==> config.mk <==
export PLATFORM = sky130hd
export DESIGN_NAME = hdlc_line_monitor_flat
export DESIGN_NICKNAME = d
export VERILOG_FILES = /design/src/rtl/hdlc_line_monitor_if.sv /design/src/rtl/hdlc_line_monitor.sv /design/src/flat_wrapper.sv
export SDC_FILE = /design/constraint.sdc
export NUM_CORES = 1
export LEC_CHECK = 0
export ABC_AREA = 0
export CORE_MARGIN = 1.5
export CORE_UTILIZATION = 50
export CTS_CLUSTER_DIAMETER = 200
export CTS_CLUSTER_SIZE = 14
export DETAILED_ROUTE_END_ITERATION = 10
export PLACE_DENSITY = 0.67
export SYNTH_ARGS = -nofsm -noshare
export SYNTH_HDL_FRONTEND = slang
export SYNTH_HIERARCHICAL = 1
export SYNTH_SLANG_ARGS = --single-unit
==> constraint.sdc <==
create_clock -name Clk -period 5 [get_ports Clk]
set_input_delay 1 -clock Clk [delete_from_list [all_inputs] [get_ports Clk]]
set_output_delay 1 -clock Clk [all_outputs]
set_load 0.02 [all_outputs]
==> src/rtl/hdlc_line_monitor_if.sv <==
// Bit-stream, counter-read and event signals of the HDLC line monitor.
// master drives the serial lines and reads counters; slave is the monitor.
interface hdlc_line_monitor_if #(
   parameter int CH    = 2,
   parameter int LEN_W = 12,
   parameter int CNT_W = 16
);
   localparam int RD_W = (CH > 1) ? $clog2(CH) : 1;

   logic [CH-1:0]       Line;
   logic [CH-1:0]       BitEn;
   logic                Clear;
   logic [RD_W-1:0]     RdCh;
   logic [1:0]          RdSel;
   logic [CNT_W-1:0]    RdData;
   logic [CH-1:0]       FlagDet;
   logic [CH-1:0]       AbortDet;
   logic [CH-1:0]       FrameEnd;
   logic [CH-1:0]       FrameErr;
   logic [CH*LEN_W-1:0] FrameLen;
   logic [CH-1:0]       Idle;

   modport master (
      output Line, BitEn, Clear, RdCh, RdSel,
      input  RdData, FlagDet, AbortDet, FrameEnd, FrameErr, FrameLen, Idle
   );
   modport slave (
      input  Line, BitEn, Clear, RdCh, RdSel,
      output RdData, FlagDet, AbortDet, FrameEnd, FrameErr, FrameLen, Idle
   );
endinterface

==> src/rtl/hdlc_line_monitor.sv <==
// Passive multi-channel HDLC monitor: flag/abort/idle detection, destuffed
// frame length checks and saturating per-channel event counters.
module hdlc_lm_chan #(
   parameter int LEN_W   = 12,
   parameter int CNT_W   = 16,
   parameter int MIN_LEN = 32
) (
   input  logic                  Clk,
   input  logic                  Rst,
   input  logic                  line,
   input  logic                  bit_en,
   input  logic                  clear,
   output logic                  flag_det,
   output logic                  abort_det,
   output logic                  frame_end,
   output logic                  frame_err,
   output logic                  idle,
   output logic [LEN_W-1:0]      frame_len,
   output logic [3:0][CNT_W-1:0] cnt
);
   localparam logic [1:0] S_HUNT  = 2'd0;
   localparam logic [1:0] S_FLAG  = 2'd1;
   localparam logic [1:0] S_FRAME = 2'd2;
   localparam logic [LEN_W-1:0] LEN_MAX = {LEN_W{1'b1}};
   localparam logic [CNT_W-1:0] CNT_MAX = {CNT_W{1'b1}};

   logic [7:0]       sr, sr_nx;
   logic [3:0]       ones, ones_nx;
   logic [1:0]       state, state_nx;
   logic [LEN_W-1:0] bitcnt, bitcnt_nx, cnt_inc, end_len;
   logic             is_flag, is_abort, stuffed;
   logic             flag_p, abort_p, end_p, err_p;
   logic [3:0]       inc;

   assign sr_nx    = {sr[6:0], line};
   assign ones_nx  = line ? ((ones == 4'd15) ? ones : ones + 4'd1) : 4'd0;
   assign is_flag  = (sr_nx == 8'h7E);
   assign is_abort = line && (ones == 4'd6);
   assign stuffed  = !line && (ones == 4'd5);
   assign cnt_inc  = (bitcnt == LEN_MAX) ? bitcnt : bitcnt + LEN_W'(1);
   // the closing flag's eight bits were counted as data until it completed
   assign end_len  = cnt_inc - LEN_W'(8);
   assign err_p    = (end_len < LEN_W'(MIN_LEN)) || (end_len[2:0] != 3'd0) ||
                     (cnt_inc == LEN_MAX);
   assign idle     = (ones == 4'd15);
   assign inc      = {flag_p, end_p & err_p, abort_p, end_p & !err_p};

   always_comb begin
      state_nx  = state;
      bitcnt_nx = bitcnt;
      flag_p    = 1'b0;
      abort_p   = 1'b0;
      end_p     = 1'b0;
      if (bit_en) begin
         case (state)
            S_HUNT: if (is_flag) begin
               state_nx = S_FLAG;
               flag_p   = 1'b1;
            end
            S_FLAG: if (is_flag) flag_p = 1'b1;
               else if (is_abort) state_nx = S_HUNT;
               else begin
                  state_nx  = S_FRAME;
                  bitcnt_nx = stuffed ? '0 : LEN_W'(1);
               end
            S_FRAME: if (is_flag) begin
               state_nx = S_FLAG;
               flag_p   = 1'b1;
               end_p    = (cnt_inc > LEN_W'(8));
            end else if (is_abort) begin
               state_nx = S_HUNT;
               abort_p  = 1'b1;
            end else if (!stuffed) bitcnt_nx = cnt_inc;
            default: state_nx = S_HUNT;
         endcase
      end
   end

   always_ff @(posedge Clk or negedge Rst) begin
      if (!Rst) begin
         sr        <= 8'h00;
         ones      <= 4'd0;
         state     <= S_HUNT;
         bitcnt    <= '0;
         flag_det  <= 1'b0;
         abort_det <= 1'b0;
         frame_end <= 1'b0;
         frame_err <= 1'b0;
         frame_len <= '0;
      end else begin
         if (bit_en) begin
            sr   <= sr_nx;
            ones <= ones_nx;
         end
         state     <= state_nx;
         bitcnt    <= bitcnt_nx;
         flag_det  <= flag_p;
         abort_det <= abort_p;
         frame_end <= end_p;
         frame_err <= end_p & err_p;
         if (end_p) frame_len <= end_len;
      end
   end

   // 0=frames ok, 1=aborts, 2=frame errors, 3=flags; clear beats increment
   always_ff @(posedge Clk or negedge Rst) begin
      if (!Rst) cnt <= '0;
      else begin
         for (int k = 0; k < 4; k++) begin
            if (clear) cnt[k] <= '0;
            else if (inc[k] && (cnt[k] != CNT_MAX)) cnt[k] <= cnt[k] + CNT_W'(1);
         end
      end
   end
endmodule

module hdlc_line_monitor #(
   parameter int CH      = 2,
   parameter int LEN_W   = 12,
   parameter int CNT_W   = 16,
   parameter int MIN_LEN = 32
) (
   input logic           Clk,
   input logic           Rst,
   hdlc_line_monitor_if.slave bus
);
   localparam int RD_W = (CH > 1) ? $clog2(CH) : 1;

   logic [CH-1:0][3:0][CNT_W-1:0] cnt_all;
   logic [CH-1:0][LEN_W-1:0]      len_all;
   logic [CH-1:0] flag_det, abort_det, frame_end, frame_err, idle;

   for (genvar c = 0; c < CH; c++) begin : g_ch
      hdlc_lm_chan #(.LEN_W(LEN_W), .CNT_W(CNT_W), .MIN_LEN(MIN_LEN)) u_chan (
         .Clk       (Clk),
         .Rst       (Rst),
         .line      (bus.Line[c]),
         .bit_en    (bus.BitEn[c]),
         .clear     (bus.Clear),
         .flag_det  (flag_det[c]),
         .abort_det (abort_det[c]),
         .frame_end (frame_end[c]),
         .frame_err (frame_err[c]),
         .idle      (idle[c]),
         .frame_len (len_all[c]),
         .cnt       (cnt_all[c])
      );
   end

   assign bus.FlagDet  = flag_det;
   assign bus.AbortDet = abort_det;
   assign bus.FrameEnd = frame_end;
   assign bus.FrameErr = frame_err;
   assign bus.Idle     = idle;
   assign bus.FrameLen = len_all;

   always_ff @(posedge Clk or negedge Rst) begin
      if (!Rst) bus.RdData <= '0;
      else if ({1'b0, bus.RdCh} < (RD_W+1)'(CH)) bus.RdData <= cnt_all[bus.RdCh][bus.RdSel];
      else bus.RdData <= '0;
   end
endmodule

==> src/flat_wrapper.sv <==
// flat-port wrapper written by rule: the top's interface ports become plain ports
module hdlc_line_monitor_flat 
#(
   parameter int CH      = 2,
   parameter int LEN_W   = 12,
   parameter int CNT_W   = 16,
   parameter int MIN_LEN = 32
)
  (Clk, Rst, bus_Line, bus_BitEn, bus_Clear, bus_RdCh, bus_RdSel, bus_RdData, bus_FlagDet, bus_AbortDet, bus_FrameEnd, bus_FrameErr, bus_FrameLen, bus_Idle);
  hdlc_line_monitor_if #(.CH(CH), .LEN_W(LEN_W), .CNT_W(CNT_W)) bus_i ();
  input logic Clk;
  input logic Rst;
  input wire logic [$bits(bus_i.Line)-1:0] bus_Line;
  input wire logic [$bits(bus_i.BitEn)-1:0] bus_BitEn;
  input wire logic [$bits(bus_i.Clear)-1:0] bus_Clear;
  input wire logic [$bits(bus_i.RdCh)-1:0] bus_RdCh;
  input wire logic [$bits(bus_i.RdSel)-1:0] bus_RdSel;
  output wire logic [$bits(bus_i.RdData)-1:0] bus_RdData;
  output wire logic [$bits(bus_i.FlagDet)-1:0] bus_FlagDet;
  output wire logic [$bits(bus_i.AbortDet)-1:0] bus_AbortDet;
  output wire logic [$bits(bus_i.FrameEnd)-1:0] bus_FrameEnd;
  output wire logic [$bits(bus_i.FrameErr)-1:0] bus_FrameErr;
  output wire logic [$bits(bus_i.FrameLen)-1:0] bus_FrameLen;
  output wire logic [$bits(bus_i.Idle)-1:0] bus_Idle;
  assign bus_i.Line = bus_Line;
  assign bus_i.BitEn = bus_BitEn;
  assign bus_i.Clear = bus_Clear;
  assign bus_i.RdCh = bus_RdCh;
  assign bus_i.RdSel = bus_RdSel;
  assign bus_RdData = bus_i.RdData;
  assign bus_FlagDet = bus_i.FlagDet;
  assign bus_AbortDet = bus_i.AbortDet;
  assign bus_FrameEnd = bus_i.FrameEnd;
  assign bus_FrameErr = bus_i.FrameErr;
  assign bus_FrameLen = bus_i.FrameLen;
  assign bus_Idle = bus_i.Idle;
  hdlc_line_monitor #(.CH(CH), .LEN_W(LEN_W), .CNT_W(CNT_W), .MIN_LEN(MIN_LEN)) u_core (.Clk(Clk), .Rst(Rst), .bus(bus_i));
endmodule
==> After elaboration in Yosys (flattened, before gate mapping) <==
Cells that the tools add are included.
{ "classes": {"add_sub_neg": 14, "magnitude_cmp": 6, "eq_ne": 40, "n_mux": 72, "bitwise": 4, "n_reduce_logical": 42} }
{ "ops": {"columns": ["cell", "n"], "rows": [
  ["16-bit 2-to-1 mux", 17],
  ["12-bit 2-to-1 mux", 12],
  ["16-bit by 1-bit adder with 16-bit output (second input constant)", 8],
  ["64-bit 2-to-1 mux", 2],
  ["16-bit != test (second input constant)", 8],
  ["12-bit == test (second input constant)", 4],
  ["12-bit case mux with 2 select lines", 2],
  ["16-bit binary-select mux with 2-bit select", 1],
  ["2-bit != test (second input constant)", 14],
  ["12-bit by 1-bit adder with 12-bit output (second input constant)", 2],
  ["12-bit by 4-bit > comparator with 1-bit output (second input constant)", 2],
  ["12-bit by 6-bit less-than comparator with 1-bit output (second input constant)", 2],
  ["12-bit by 4-bit subtractor with 12-bit output (second input constant)", 2],
  ["1-bit 2-to-1 mux", 22],
  ["2-bit 2-to-1 mux", 10],
  ["2-bit nonzero test", 10],
  ["4-bit by 3-bit == test with 1-bit output (second input constant)", 4],
  ["8-bit by 7-bit == test with 1-bit output (second input constant)", 2],
  ["4-bit 2-to-1 mux", 4],
  ["7-bit AND reduction", 2],
  ["1-bit logical AND", 12],
  ["2-bit case mux with 3 select lines", 2],
  ["4-bit by 1-bit adder with 4-bit output (second input constant)", 2],
  ["4-bit == test (second input constant)", 2],
  ["13 further kinds", 30]
]} }
{ "word_totals": {"regBits": 226, "inputBits": 10, "out_inout_bits": 50, "wordCells": 205} }

==> Depth between registers and ports, before layout <==
Gate-level depths: netlist (run 1).
{ "logic_depth": {"ltp_word": 11, "mapped_depth": 19, "ltp_nobuf": 15} }

==> By module <==
Netlist (run 1), hierarchy kept.
{ "by_module_without_submodules": {"columns": ["module", "n_inst", "cells_each", "area_per_inst_um2", "seq_area_each_um2"], "rows": [
  ["hdlc_lm_chan at u_core.g_ch[0].u_chan", 1, 622, 5838.1, 2627.5],
  ["hdlc_lm_chan at u_core.g_ch[1].u_chan", 1, 621, 5836.8, 2627.5],
  ["hdlc_line_monitor", 1, 73, 1471.4, 400.4]
]} }

==> Least setup slack after synthesis (run 1) <==
No wires, ideal clock.
{ "synth_path": {"path_kind": "register -> register", "start": "register u_core.g_ch[1].u_chan.bitcnt[1]", "end": "register u_core/g_ch[1].u_chan/cnt[39] (netlist bit)", "setup_time_ns": 0.125, "t_arrival_ns": 3.718, "required_ns": 4.875, "slack_ns": 1.157, "stages_incl_launch_ff": 16, "n_path_buf": 2, "synth_period_minus_slack_ns": 3.843, "cell_sequence": "dfrtp_1 -> ha_1 -> buf_2 -> and3_1 -> nand2_1 -> nor2_1 -> nor2_1 -> xnor2_1 -> ha_1 -> o2111ai_2 -> nor4b_4 -> xnor2_1 -> a31oi_4 -> buf_4 -> nor4_1 -> mux2_2"} }
{ "synth_via": {"elab_chain_len": 9, "elab_cells_between_ends": 16, "cone_classes": "2 x add/sub; 2 x order compare; 2 x eq/ne; 4 x mux; 1 x bitwise; 5 x reduce/logical"} }
{ "synth_rtl": {"columns": ["element", "line_no", "rtl"], "rows": [
  ["start, declared", "hdlc_line_monitor.sv:30", "logic [LEN_W-1:0] bitcnt, bitcnt_nx, cnt_inc, end_len;"],
  ["start signal, assigned", "hdlc_line_monitor.sv:96", "bitcnt <= bitcnt_nx;"],
  ["12-bit by 1-bit adder with 12-bit output or 12-bit == test (tied branches)", "hdlc_line_monitor.sv:40", "assign cnt_inc = (bitcnt == LEN_MAX) ? bitcnt : bitcnt + LEN_W'(1);"],
  ["12-bit 2-to-1 mux *", "hdlc_line_monitor.sv:40", null],
  ["12-bit by 4-bit subtractor with 12-bit output *", "hdlc_line_monitor.sv:42", "assign end_len = cnt_inc - LEN_W'(8);"],
  ["named net u_core.g_ch[1].u_chan.end_len[3]", "hdlc_line_monitor.sv:30", null],
  ["12-bit by 6-bit less-than comparator with 1-bit output *", "hdlc_line_monitor.sv:43", "assign err_p = (end_len < LEN_W'(MIN_LEN)) || (end_len[2:0] != 3'd0) ||"],
  ["1-bit logical OR * (2 in a row)", "hdlc_line_monitor.sv:43", null],
  ["1-bit bitwise AND *", "hdlc_line_monitor.sv:46", "assign inc = {flag_p, end_p & err_p, abort_p, end_p & !err_p};"],
  ["1-bit logical AND *", "hdlc_line_monitor.sv:111", "else if (inc[k] && (cnt[k] != CNT_MAX)) cnt[k] <= cnt[k] + CNT_W'(1);"],
  ["2-bit nonzero test (no source line) *", null, null],
  ["end signal, assigned", "hdlc_line_monitor.sv:107", "if (!Rst) cnt <= '0;"],
  ["end signal, assigned by index", "hdlc_line_monitor.sv:110", "if (clear) cnt[k] <= '0;"],
  ["end, declared", "hdlc_line_monitor.sv:19", "output logic [3:0][CNT_W-1:0] cnt"]
]} }
The timed path passes the listed nets; every way through them passes the cells marked *.
A chain may end at the register's enable or synchronous reset.

==> Worst setup path in the final report (run 1) <==
{ "layout_path": {"start": "register u_core.g_ch[1].u_chan.bitcnt[0]", "end": "register u_core/g_ch[1].u_chan/cnt[39] (netlist bit)"} }
The elaborated chain is that of the path after synthesis.

==> results of run 1 <==
worst reg2reg max path, stage by stage (launching register included):
cell       delay, ns
dfrtp_1         0.53
ha_1            0.50
and3_1          0.26
nand2_1         0.09
nor2_1          0.11
buf_4           0.16
nor2_1          0.06
xnor2_1         0.22
ha_1            0.35
o2111ai_2       0.27
nor4b_4         0.28
xnor2_1         0.26
a31oi_4         0.41
nor4_1          0.46
mux2_2          0.38
power breakdown:
part           internal (mW)  switching [mW]  leakage [nW]
clock network          0.745           0.668         0.266
registers               1.88          0.0676          3.10
logic                  0.181           0.371          2.70
cell type report:
cell class	count	area [um^2]
Clock buffer	21	526
Clock inverter	1	16.3
Fill cell	2256	11500
Inverter	39	146
Multi-Input combinational cell	976	6990
Sequential cell	226	5660
Tap cell	335	419
Timing Repair Buffer	69	676
layer usage:
| layer | up-vias | part of all wire (%) | GRT usage (%) |
|---|---|---|---|
| met4 | 2 | 3.1 | 7.58 |
| met1 | 5016 | 45 | 32.8 |
| met5 | - | 0.022 | 0 |
| met2 | 262 | 47 | 38.5 |
| li1 | 4913 | - | - |
| met3 | 58 | 4.1 | 2.77 |
sequential cells by signal, summed over array words and instances, names as in the netlist:
register / count
u_core/g_ch.u_chan/frame_len: 24
u_core/g_ch.u_chan/sr: 14
u_core/g_ch.u_chan/frame_end: 2
u_core/g_ch.u_chan/ones: 8
u_core/g_ch.u_chan/flag_det: 2
u_core/g_ch.u_chan/bitcnt: 24
u_core/g_ch.u_chan/state: 4
u_core/bus.RdData: 16
u_core/g_ch.u_chan/abort_det: 2
u_core/g_ch.u_chan/cnt: 128
u_core/g_ch.u_chan/frame_err: 2
Yosys cell counts (4+ instances only):
library cell | n | area share [%]
dfrtp_1 | 226 | 43
nor2_1 | 129 | 3.7
nand2_1 | 106 | 3.0
a21oi_1 | 87 | 3.3
nand3_1 | 55 | 2.1
nand4_1 | 46 | 2.2
o21ai_0 | 46 | 1.8
o31ai_1 | 46 | 2.6
clkbuf_1 | 44 | 1.3
mux2_2 | 39 | 3.3
inv_1 | 38 | 1.1
xor2_1 | 38 | 2.5
and3_1 | 29 | 1.4
or4_1 | 29 | 1.7
xnor2_1 | 29 | 1.9
mux4_1 | 28 | 5.6
and4_1 | 22 | 1.5
nor3_1 | 22 | 0.84
nor2b_1 | 21 | 1.0
ha_1 | 20 | 1.9
buf_2 | 18 | 0.69
or3_1 | 14 | 0.67
a31oi_1 | 11 | 0.52
and2_1 | 11 | 0.52
mux2i_1 | 11 | 0.84
mux2_1 | 10 | 0.86
nand2b_1 | 10 | 0.48
buf_6 | 7 | 0.60
nand4b_1 | 7 | 0.47
a211oi_1 | 6 | 0.34
a31o_2 | 6 | 0.40
nand3b_1 | 6 | 0.34
o21ai_1 | 5 | 0.19
or2_2 | 5 | 0.24
a21o_1 | 4 | 0.23
a311oi_1 | 4 | 0.27
and4b_1 | 4 | 0.30
mux4_2 | 4 | 0.69
o22ai_1 | 4 | 0.19
through the flow:
step / std cells / utilization, %
3_5_place_dp: 1645 / 53.6
5_1_grt: 1667 / 55.7
6_report: 1667 / 55.7
3_3_place_gp: 1645 / 53.6
4_1_cts: 1667 / 55.7
2_1_floorplan: 1316 / -
logic make-up after synthesis:
logic type	count (synthesis)	synth area share, %
simple gates	535	21.9
compound gates	260	13.3
flops	226	43.0
buf+inv	114	3.89
mux	94	11.5
xor+xnor	67	4.46
fa+ha+maj	20	1.90
final timing paths:
path / startpoint / to / cells after the start
max in group asynchronous: Rst / u_core/g_ch[1].u_chan/cnt[29] / 2
max reg2reg: u_core/g_ch[1].u_chan/bitcnt[0] / u_core/g_ch[1].u_chan/cnt[39] / 14
min: u_core/g_ch[1].u_chan/frame_len[6] / u_core/g_ch[1].u_chan/frame_len[6] / 2
min in group asynchronous: Rst / u_core/g_ch[0].u_chan/frame_len[0] / 1
min reg2reg: u_core/g_ch[1].u_chan/frame_len[6] / u_core/g_ch[1].u_chan/frame_len[6] / 2
max: u_core/g_ch[1].u_chan/bitcnt[0] / u_core/g_ch[1].u_chan/cnt[39] / 14
==> impl_metrics.yaml, run 1 <==
outcome:
  outcome: "completed"
route:
  drc_errors: 0
  ant_nets: 0
  wl_per_cell_um: 18.8
  routed_wl_um: 31400
  via_count: 10300
  viasPerCell: 6.15
  drt-pass1-iter-count: 6
  drt_iter0_drc: 961
floorplan:
  core_area_mm2: 0.0259
  die_height_um: 165
  die_w_um: 165
  dieArea_mm2: 0.0273
  start_util_pct: 50.7
  fp-row-count: 59
  io_pins: 60
synth:
  ys_seq_elements: 226
  syn_nets: 1346
  yosysUniqueCellTypes: 82
  synth_warnings: 6
  syn_inst: 1316
  synth_async_sr_flop_share_pct: 100
  ys_seq_area_share_pct: 43.0
  synth_edf_count: 0
  avgSynthCellArea_um2: 9.99
  synthesis.area_mm2: 0.0131
  yosys_most_used_dff: "dfrtp_1"
clock_tree:
  htreeDepth: 1
  clk_pin_slew_worst_paths_ns: 0.07
  cts_setup_buffers: 0
  numCtsBuffers: 20
  cts_tree: "yes"
  cts_buffer_depth: 3
  cts_sinks: 226
  cts-root-buf: "clkbuf_16"
  ctsResizeCount: 0
  cts.hold.buffers_added: 0
  clock_latency_ns: 0.50
power_and_ir_drop:
  irDropWorstVdd_uv: 221
  p_leak_nw: 6.06
  pwr_density_cell_mw_per_mm2: 272
  power.total_mw: 3.92
global_route:
  track_usage_pct: 23.6
  grt_pass1_vias: 9629
  antenna_found_initial: 1
  grt_pass1_wl_um: 50900
  gr-total-overflow: 0
  grt_max_degree: 121
timing:
  fin_ws_ns: 0.549
  holdWs_ns: 0.478
  rsz0062_at_grt: "false"
  relSlewSlack_pct: 29.9
  period_needed_ns: 4.45
  finalMaxSlewViolations: 0
  fmax_ghz: 0.225
  final.setup_skew_ns: 0.0153
  worstMarginPinSlew_ns: 1.05
  finalHoldViolations: 0
  fin_setup_tns_ns: 0
  finalSetupViolCount: 0
  finalCritPeriodShare_pct: 89.0
worst_setup_path:
  crit_family: "simple AND/OR/NAND/NOR gates"
  critPathCaptureType: "flop"
  max_stage_delay_ns: 0.53
  cp_cell_sequence: "ha_1 > and3_1 > nand2_1 > nor2_1 > buf_4 > nor2_1 > xnor2_1 > ha_1 > o2111ai_2 > nor4b_4 > xnor2_1 > a31oi_4 > nor4_1 > mux2_2"
  startpoint_type: "flop"
  cp.required_ns: 5.40
  crit_slowest_cell: "dfrtp_1"
  critPathMaxFanout: 36
  path_buf_inv: 1
  arrival_ns: 4.85
  reg2reg_slack_ns: 0.55
  crit_type: "flop to flop"
job:
  cap_viol_max_count: 0
placed_design:
  io_buffers: 59
  placed_cell_area_mm2: 0.0139
  dp_hpwl_um: 21800
  gp_congestion: 0.885
  place_ws_ns: 0.575
cells_and_area:
  fin_area_mm2: 0.0144
  mostFrequentLayoutCell: "dfrtp_1"
  nets: 1362
  final_cell_mix: "dfrtp_1, nor2_1, nand2_1"
  drive_gt1_share_pct: 8.56
  antenna_cells: 0
  syn2layout_area_growth_pct: 9.72
worst_hold_path:
  hold_class: "flop to flop"
(Power assumes the default switching activity.)
==> run 2: changes to the inputs <==
--- a/config.mk
+++ b/config.mk
@@ -11,6 +11,7 @@
 export CTS_CLUSTER_DIAMETER = 200
 export CTS_CLUSTER_SIZE = 14
 export DETAILED_ROUTE_END_ITERATION = 10
+export HOLD_SLACK_MARGIN = 0.08
 export PLACE_DENSITY = 0.67
 export SYNTH_ARGS = -nofsm -noshare
 export SYNTH_HDL_FRONTEND = slang
==> results of run 2 <==
Final layout, timing and power as in run 1 (identical DEF).
==> run 3: changes to the inputs <==
--- a/config.mk
+++ b/config.mk
@@ -5,7 +5,7 @@
 export SDC_FILE = /design/constraint.sdc
 export NUM_CORES = 1
 export LEC_CHECK = 0
-export ABC_AREA = 0
+export ABC_AREA = 1
 export CORE_MARGIN = 1.5
 export CORE_UTILIZATION = 50
 export CTS_CLUSTER_DIAMETER = 200
==> run 3 against run 2 <==
- total power is 4.6% higher
- combinational power increased by 30%
- hold slack worse by 0.0028 ns
- clock power is essentially flat
==> impl_metrics.yaml, run 3 <==
clock_tree:
  cts_sinks: 226
  clk_pin_slew_worst_paths_ns: 0.06
  clock_latency_ns: 0.53
  htreeDepth: 1
  cts_tree: "yes"
  cts-root-buf: "clkbuf_16"
  numCtsBuffers: 20
  cts.hold.buffers_added: 0
  ctsResizeCount: 0
  cts_setup_buffers: 0
  cts_buffer_depth: 3
timing:
  final.setup_skew_ns: 0.0331
  fin_ws_ns: 1.66
  finalSetupViolCount: 0
  finalMaxSlewViolations: 0
  rsz0062_at_grt: "false"
  finalCritPeriodShare_pct: 66.9
  relSlewSlack_pct: 27.7
  worstMarginPinSlew_ns: 1.08
  fin_setup_tns_ns: 0
  period_needed_ns: 3.34
  finalHoldViolations: 0
  fmax_ghz: 0.299
route:
  drt-pass1-iter-count: 6
  routed_wl_um: 36600
  via_count: 13300
  viasPerCell: 5.28
  drt_iter0_drc: 1119
  wl_per_cell_um: 14.5
  ant_nets: 0
  drc_errors: 0
worst_setup_path:
  max_stage_delay_ns: 0.42
  startpoint_type: "flop"
  path_buf_inv: 2
  cp-endpoint: "u_core/g_ch[0].u_chan/cnt[33]"
  crit_top_cell: "nand2_1"
  crit_type: "flop to flop"
  crit_slowest_cell: "dfrtp_1"
  crit_family: "simple AND/OR/NAND/NOR gates"
  cp.required_ns: 5.44
  cp-startpoint: "u_core/g_ch[0].u_chan/bitcnt[1]"
  r2r-start: "u_core/g_ch[0].u_chan/bitcnt[1]"
  worstRegToRegCells: 19
  critPathCaptureType: "flop"
  cp_cell_sequence: "ha_1 > nand3_1 > inv_2 > nand3_2 > inv_1 > nor2_1 > ha_1 > nand3_1 > nor2_2 > nand3_1 > nand2_1 > nand2_1 > nor2_2 > nand3_4 > nand2_4 > nand3_4 > nand2_4 > nand2_1 > nand2_1"
  arrival_ns: 3.79
  reg2reg_slack_ns: 1.66
  critPathMaxFanout: 17
  rr_endpoint: "u_core/g_ch[0].u_chan/cnt[33]"
  cp.depth: 19
global_route:
  grt_pass1_wl_um: 61600
  track_usage_pct: 24.7
  gr-total-overflow: 0
  grt_pass1_vias: 12500
  antenna_found_initial: 1
  grt_max_degree: 120
cells_and_area:
  regMostFlops: "u_core/g_ch.u_chan/cnt"
  drive_gt1_share_pct: 5.32
  syn2layout_area_growth_pct: 9.09
  stdcell_count: 2520
  final_cell_mix: "nand2_1, inv_1, nor2_1"
  reg.largest.list: "u_core/g_ch.u_chan/cnt (128), u_core/g_ch.u_chan/bitcnt (24), u_core/g_ch.u_chan/frame_len (24)"
  mostFrequentLayoutCell: "nand2_1"
  antenna_cells: 0
  nets: 2172
  utilization_pct: 56.0
  largest_register_ffs: 128
synth:
  yosysTopAreaCellShare_pct: 39.2
  ys_seq_elements: 226
  avgSynthCellArea_um2: 6.82
  yosys_most_used_dff: "dfrtp_1"
  synthesis.area_mm2: 0.0144
  synth_most_common_cell: "nand2_1"
  ys_seq_area_share_pct: 39.2
  synth_edf_count: 0
  syn_nets: 2143
  syn_inst: 2113
  synth_async_sr_flop_share_pct: 100
  synthTopCellsByArea: "dfrtp_1, nand2_1, inv_1"
  synth_warnings: 6
  yosysUniqueCellTypes: 49
  synth_common_cells: "nand2_1, inv_1, nor2_1"
  synth_top_area_cell: "dfrtp_1"
placed_design:
  dp_hpwl_um: 26100
  placed_cells: 2498
  io_buffers: 59
  gp_congestion: 0.902
  place_ws_ns: 1.27
floorplan:
  core_area_mm2: 0.0281
  die_w_um: 173
  die_height_um: 173
  dieArea_mm2: 0.0298
  start_util_pct: 51.3
  fp-row-count: 61
  io_pins: 60
power_and_ir_drop:
  p_leak_nw: 7.56
  irDropWorstVdd_uv: 211
  pwr_density_cell_mw_per_mm2: 261
outcome:
  outcome: "completed"
worst_hold_path:
  min-delay-start: "u_core/g_ch[0].u_chan/frame_len[8]"
  hold_class: "flop to flop"
job:
  cap_viol_max_count: 0
==> run 3: cell count changes after synthesis, sizes merged, moves of 29 or more <==
cell   previous run  this run
mux2             50         0
nand3            58       236
nor2            129       247
mux4             32         0
inv              39       328
or4              30         1
a21oi            87        38
o31ai            47         4
nand2           106       672
o21ai            51        88
==> run 3: final cells by class <==
cell class | instances | area (um^2)
multi-input cells | 1492 | 7140
fillers | 2774 | 12400
well taps | 378 | 473
flip-flops and latches | 226 | 5660
clock buffers | 20 | 500
clock inverters | 2 | 32.5
inverters | 330 | 1240
repair buffers | 72 | 683
==> run 3: where the power goes <==
| group | internal (mW) | leakage [nW] | switching, mW |
|---|---|---|---|
| Combinational | 0.223 | 4.22 | 0.494 |
| Clock | 0.718 | 0.260 | 0.691 |
| Sequential | 1.90 | 3.08 | 0.0687 |
==> run 3: metrics by stage <==
stage                     power [mW]  area, um^2  hold WS, ns
after floorplan                 2.51       14400        0.450
after global placement          2.71       15200        0.460
after global routing            4.30       15700        0.511
after detailed placement        2.72       15200        0.464
final                           4.10       15700        0.476
after CTS                       4.14       15700        0.481
==> run 3: worst min path at each step <==
stage,end,cells past startpoint
floorplan,u_core/g_ch[0].u_chan/sr[1],2
global placement,u_core/g_ch[1].u_chan/sr[4],2
detailed placement,u_core/g_ch[0].u_chan/frame_len[9],2
CTS,u_core/g_ch[0].u_chan/frame_len[9],2
global route,u_core/g_ch[1].u_chan/frame_len[8],2
finish,u_core/g_ch[0].u_chan/frame_len[8],2
==> run 3: per-layer routing <==
| metal | vias to the layer above | GRT usage, % | wire [um] |
|---|---|---|---|
| li1 | 6676 | - | - |
| met1 | 6259 | 35.0 | 17300 |
| met2 | 332 | 40.6 | 16700 |
| met3 | 49 | 2.42 | 1750 |
| met4 | 0 | 6.12 | 807 |
| met5 | - | 0 | 0 |
==> run 3: cell families after synthesis <==
logic type	share of synthesized area [%]
compound gates	6.95
flops	39.2
buf+inv	11.2
xor+xnor	3.40
simple gates	37.4
fa+ha+maj	1.74
==> run 3: worst min-delay path: stages (launching register included) <==
cell	delay [ns]
dfrtp_1	0.34
nand2_1	0.05
nand2_1	0.05
